## src/rtl/uart_byte_rx.sv

```systemverilog
// uart_byte_rx: 8N1 UART byte receiver with a line synchroniser, start-glitch
// rejection, bit-centre sampling, framing check and a per-byte LED toggle.
module uart_byte_rx #(
    parameter int MCNT_BAUD = 5208 - 1,
    parameter int MCNT_HALF = 2604 - 1
) (
    input  logic       CLK,
    input  logic       Reset,
    input  logic       uart_rx,
    output logic [7:0] Data,
    output logic       Rx_Done,
    output logic       Frame_Err,
    output logic       Busy,
    output logic       LED
);

    localparam logic [1:0] IDLE  = 2'd0;
    localparam logic [1:0] START = 2'd1;
    localparam logic [1:0] DATA  = 2'd2;
    localparam logic [1:0] STOP  = 2'd3;

    localparam logic [12:0] BAUD_END = 13'(MCNT_BAUD);
    localparam logic [12:0] HALF_END = 13'(MCNT_HALF);

    logic        s1, s2, s3;
    logic        fall;
    logic [1:0]  state;
    logic [12:0] cnt;
    logic [2:0]  bit_idx;
    logic [7:0]  shift;
    logic        stop_taken;
    logic        stop_bit;

    // Line idles high, so the synchroniser resets high to avoid a false start edge.
    always_ff @(posedge CLK or posedge Reset) begin
        if (Reset) begin
            s1 <= 1'b1;
            s2 <= 1'b1;
            s3 <= 1'b1;
        end else begin
            // NOTE: non-blocking assignments make each flop take the previous stage's old value.
            s1 <= uart_rx;
            s2 <= s1;
            s3 <= s2;
        end
    end

    assign fall = s3 & ~s2;
    assign Busy = (state != IDLE);

    always_ff @(posedge CLK or posedge Reset) begin
        if (Reset) begin
            state      <= IDLE;
            cnt        <= '0;
            bit_idx    <= '0;
            shift      <= '0;
            stop_taken <= 1'b0;
            stop_bit   <= 1'b0;
            Data       <= '0;
            Rx_Done    <= 1'b0;
            Frame_Err  <= 1'b0;
            LED        <= 1'b1;
        end else begin
            Rx_Done   <= 1'b0;
            Frame_Err <= 1'b0;
            case (state)
                IDLE: begin
                    cnt        <= '0;
                    bit_idx    <= '0;
                    stop_taken <= 1'b0;
                    if (fall) state <= START;
                end
                START: begin
                    if (cnt == HALF_END) begin
                        // A line already back high at mid-start-bit was a glitch.
                        cnt     <= '0;
                        bit_idx <= '0;
                        state   <= s2 ? IDLE : DATA;
                    end else begin
                        cnt <= cnt + 13'd1;
                    end
                end
                DATA: begin
                    if (cnt == BAUD_END) begin
                        cnt     <= '0;
                        shift   <= {s2, shift[7:1]};
                        bit_idx <= bit_idx + 3'd1;
                        if (bit_idx == 3'd7) state <= STOP;
                    end else begin
                        cnt <= cnt + 13'd1;
                    end
                end
                STOP: begin
                    // Sample mid-stop-bit, report on the following edge, and return to IDLE
                    // without waiting for the stop bit to end so a prompt next start is caught.
                    if (stop_taken) begin
                        state      <= IDLE;
                        cnt        <= '0;
                        stop_taken <= 1'b0;
                        if (stop_bit) begin
                            Data    <= shift;
                            Rx_Done <= 1'b1;
                            LED     <= ~LED;
                        end else begin
                            Frame_Err <= 1'b1;
                        end
                    end else if (cnt == BAUD_END) begin
                        stop_bit   <= s2;
                        stop_taken <= 1'b1;
                    end else begin
                        cnt <= cnt + 13'd1;
                    end
                end
                default: state <= IDLE;
            endcase
        end
    end

endmodule

```

## config.mk

```make
export PLATFORM = sky130hd
export DESIGN_NAME = uart_byte_rx
export DESIGN_NICKNAME = d
export VERILOG_FILES = /design/src/rtl/uart_byte_rx.sv
export SDC_FILE = /design/constraint.sdc
export NUM_CORES = 1
export LEC_CHECK = 0
export CAP_MARGIN = 20
export CORE_ASPECT_RATIO = 1.2
export CORE_MARGIN = 3
export CORE_UTILIZATION = 62
export DETAILED_ROUTE_END_ITERATION = 8
export DONT_BUFFER_PORTS = 1
export PLACE_DENSITY = 0.78
export SYNTH_ARGS = -nofsm -noshare
export SYNTH_HDL_FRONTEND = slang
export SYNTH_SLANG_ARGS = --single-unit
```

## constraint.sdc

```tcl
create_clock -name CLK -period 2 [get_ports CLK]
set_input_delay 0.4 -clock CLK [delete_from_list [all_inputs] [get_ports CLK]]
set_output_delay 0.4 -clock CLK [all_outputs]
set_load 0.03 [all_outputs]
```

# Word-level counts from Yosys, hierarchy flattened
# Index checks and enable logic that the tools add are counted.
op_classes:
  addsub: 2
  eq_ne: 12
  n_mux: 24
  bitwise: 4
  n_reduce_logical: 9
op_table:
  columns: ["operator", "n"]
  rows:
  - ["13-bit two-way mux", 4]
  - ["13-bit case mux with 4 select lines", 1]
  - ["13-bit by 1-bit adder with 13-bit output (second input constant)", 1]
  - ["13-bit by 12-bit == test with 1-bit output (second input constant)", 1]
  - ["13-bit == test (second input constant)", 1]
  - ["2-bit two-way mux", 6]
  - ["2-bit inequality test (second input constant)", 5]
  - ["3-bit case mux with 3 select lines", 1]
  - ["3-bit AND reduction", 3]
  - ["1-bit two-way mux", 8]
  - ["2-bit case mux with 4 select lines", 1]
  - ["3-bit two-way mux", 2]
  - ["5-bit AND reduction", 1]
  - ["2-bit == test (second input constant)", 2]
  - ["2-bit nonzero test", 2]
  - ["3-bit by 1-bit adder with 3-bit output (second input constant)", 1]
  - ["3-bit == test (second input constant)", 1]
  - ["3-bit inequality test (second input constant)", 1]
  - ["1-bit NOT", 3]
  - ["3-bit nonzero test", 1]
  - ["2-bit by 1-bit == test with 1-bit output (second input constant)", 1]
  - ["2-bit logical NOT", 1]
  - ["1-bit case mux with 2 select lines", 1]
  - ["2-bit AND reduction", 1]
  - ["1-bit bitwise AND", 1]
totals:
  reg_bits: 42
  output_inout_bits: 12
  wordCells: 64

# Longest topological paths before layout
depth:
  word_depth: 4
  ltp_mapped: 6

# Worst setup path after synthesis
# Ideal clock, no wire load.
synth_path:
  path_type: "register to register"
  start: "reg state[0]"
  end: "reg cnt[10]"
  setup_time_ps: 135
  arrival_ps: 1610
  slack_ps: 256
  path_stages_with_launch: 7
  n_path_buf: 0
  period_less_slack_ps: 1744
  path_cell_list: "dfrtp_1 > inv_1 > ha_1 > inv_1 > a31o_2 > a221oi_4 > nor2_1"
synth_between:
  elab_chain_len: 2
synth_rtl:
  columns: ["element", "line_no", "rtl"]
  rows:
  - ["start: declaration", "27", "logic [1:0] state;"]
  - ["start signal: assignment", "78", "state <= s2 ? IDLE : DATA;"]
  - ["2-bit == test, or another cell as far along", "66", "case (state)"]
  - ["13-bit case mux with 4 select lines or 3-bit inequality test (tied branches)", null, null]
  - ["end signal: assignment", "80", "cnt <= cnt + 13'd1;"]
  - ["end signal: assignment", "90", "cnt <= cnt + 13'd1;"]
  - ["end signal: assignment", "111", "cnt <= cnt + 13'd1;"]
  - ["end: declaration", "28", "logic [12:0] cnt;"]
# Parallel ways exist; a longest one is shown, timed or not.
# A chain may end at the register's enable or synchronous reset.

==> results_dict.tcl <==
set metrics [dict create \
    diodes 0 \
    clock_path_buffers 2 \
    cap_viol_max_count 0 \
    cts_sinks 42 \
    fp-row-count 22 \
    r2r_slack_ns 0.15 \
    slew_headroom_pct 64.8 \
    syn-cell-area_mm2 0.00203 \
    tightest_slew_ns 0.521 \
    die_w_um 58.2 \
    start_util_pct 65.3 \
    clk_pin_slew_ns 0.12 \
    fin_area_mm2 0.00223 \
    worst_clock_skew_ns 0.00920 \
    max_clock_freq_mhz 525 \
    htree_levels 2 \
    slew_viol_final 0 \
    io_pins 15 \
    drtIter0Drc 39 \
    status "complete, no violations" \
    grt_overflow_total 0 \
    critPathCaptureType "primary output" \
    dieHeight_um 68.7 \
    finalSetupTns_ns 0 \
    grt_max_degree 43 \
    ys_top_cells_by_count "dfrtp_1, nor2_1, nand2_1, xnor2_1, inv_1" \
    gp_congestion 0.899 \
    grt_use_total_pct 19.9 \
    critPathRequiredTime_ns 1.60 \
    hpwl_um 2560 \
    area_growth_pct 9.67 \
    synth.top_cell.area_share_pct 46.8 \
    dpl-instance-area_mm2 0.00211 \
    antenna_found_initial 0 \
    yosysTopAreaCell "dfrtp_1" \
    path_class "reg -> out" \
    worstPathArrival_ns 1.50 \
    worstPathMaxFanout 4 \
    synth-edff-count 0 \
    leakagePower_uw 0.00103 \
    irDropWorstVdd_mv 0.746 \
    slowest_delay_ns 0.42 \
    reg2regPathDepth 6 \
    rsz0062_at_grt "no" \
    setup_viol 0 \
    yosysMostFrequentCell "dfrtp_1" \
    cts_tree "done" \
    timing.final.ws_setup_ns 0.0956 \
    clk_latency_ns 0.34 \
    min_period_ns 1.90 \
    p_total_uw 2210 \
    via_per_inst 6.11 \
    cts_buffers 5 \
    core_mm2 0.00311 \
    power_density_mw_per_mm2 994 \
    netlist_instances 168 \
    final_util_pct 71.6 \
    num_vias 1345 \
    critical-path-top-delay-family "buffers and inverters" \
    wl_per_cell_um 15.8 \
    critPathLaunchType "flop" \
    ys_async_sr_fraction_pct 100 \
    clock-root-buffer "clkbuf_4" \
    grt_pass1_vias 1355 \
    ys_types 37 \
    slowest_stage "dfrtp_1" \
    io_buffers 0 \
    route.detailed.drc 0 \
    final_layout_size_suffix_gt1_share_pct 27.2 \
    worstPathCellList "inv_1 > ha_2 > inv_1 > buf_4 > buf_4" \
    final_hold_viol_count 0 \
    synthFlopType "dfrtp_1" \
    ant_nets 0 \
    grt_pass1_wl_um 6070 \
    synth_nets 178 \
    yosys_warnings 0 \
    dp_slack_ns 0.151 \
    cp_num_buf_inv 4 \
    timing.rr.end "cnt[5]$_DFFE_PP0N_" \
    synth.avg_cell_area_um2 12.1 \
    ys_seq_area_share_pct 52.0 \
    period_share_pct 95.2 \
    fin_nets 193 \
    synthTopCellsByArea "dfrtp_1, mux2_4, dfstp_2, mux2_2, xnor2_1" \
    routed_wirelength_um 3480 \
    hold_path_class "in -> async" \
    worst_r2r_startpoint "cnt[0]$_DFFE_PP0N_" \
    drtPass1Iterations 4 \
    synth.ff_latch_count 42 \
    filler_cell_count 221 \
    dieArea_mm2 0.00400 \
]
==> worst reg2reg max path: cells and delay by family (launching register included) <==
family          cells  cell delay, ns
compound gates      2            0.56
simple gates        2            0.34
flops               1            0.44
buf+inv             1            0.19
fa+ha+maj           1            0.27
==> state kept, by name, summed over array words and instances (netlist names), named ones only <==
name,flops
cnt,13
stop_taken,1
LED,1
Rx_Done,1
s2,1
state,1
Data,8
s1,1
shift,8
stop_bit,1
Frame_Err,1
s3,1
bit_idx,3
==> placed cells by master, fill, tap and decap left out, types with 4 or more instances in the layout <==
master / Yosys / routed
clkbuf_4: 0 / 5
mux2_4: 8 / 8
nor4_1: 4 / 4
dfstp_2: 4 / 4
nand2_1: 11 / 11
mux2_2: 9 / 9
nand3_1: 7 / 7
buf_4: 0 / 9
nor2_1: 16 / 16
dfrtp_1: 38 / 38
ha_1: 7 / 6
inv_1: 10 / 9
o21ai_0: 4 / 4
xnor2_1: 11 / 11
==> logic make-up (layout without fill, tap and decap cells) <==
group	Yosys count	in the layout	share of synthesized area (%)
xor gates and xnor gates	11	11	4.74
buffers and inverters	12	28	2.59
DFF	42	42	52.0
AOI/OAI and AO/OA	22	22	8.38
muxes	18	18	11.4
and+or+nand+nor	56	56	16.6
adders and majority gates	7	7	4.31
==> through the flow <==
stage | cells | hold WS [ns]
5_1_grt | 220 | 0.0536
2_1_floorplan | 168 | 0.345
4_1_cts | 217 | 0.0175
3_3_place_gp | 209 | 0.346
6_report | 220 | 0.0459
3_5_place_dp | 209 | 0.351
==> worst max path at each step <==
stage          slack [ns]                  end                  from  depth (start not counted)
4_1_cts              0.02                 Busy  state[0]$_DFFE_PP0P_                          5
3_3_place_gp         0.19  cnt[12]$_DFFE_PP0N_    cnt[0]$_DFFE_PP0N_                          5
2_1_floorplan        0.26  cnt[10]$_DFFE_PP0N_  state[0]$_DFFE_PP0P_                          6
6_report              0.1                 Busy                  flop                          5
5_1_grt             0.002                 Busy                  flop                          5
3_5_place_dp         0.15  cnt[10]$_DFFE_PP0N_    cnt[0]$_DFFE_PP0N_                          5
==> cell type report <==
class	count	area [µm²]	area share (%)
sequential	42	1060	47.4
multi-input combinational	114	930	41.7
timing repair buffer	10	77.6	3.48
tap	36	45.0	2.02
clock inverter	3	43.8	1.97
clock buffer	5	37.5	1.69
inverter	10	37.5	1.69
==> where the power goes <==
group | switching, µW | leakage [µW] | internal [µW] | total, µW
Combinational | 433 | 0.000411 | 311 | 743
Sequential | 43.7 | 0.000569 | 894 | 938
Clock | 267 | 0.0000456 | 266 | 533
Total | 743 | 0.00103 | 1470 | 2210
==> routing by layer <==
metal / part of all wire [%] / GRT usage [%]
met1: 43 / 24.2
met2: 53 / 33.9
met3: 3.4 / 5.03
met4: 1.3 / 7.83
met5: 0 / 0
==> what timing repair did <==
item                                    4_1_cts  5_1_grt
hold buffers                                  0        1
gates resized for setup                       0        3
endpoints found under the setup margin        0        3
buffers inserted                              0        2
hold endpoints to repair                      0        1
Power figures use the tool's default switching activity.
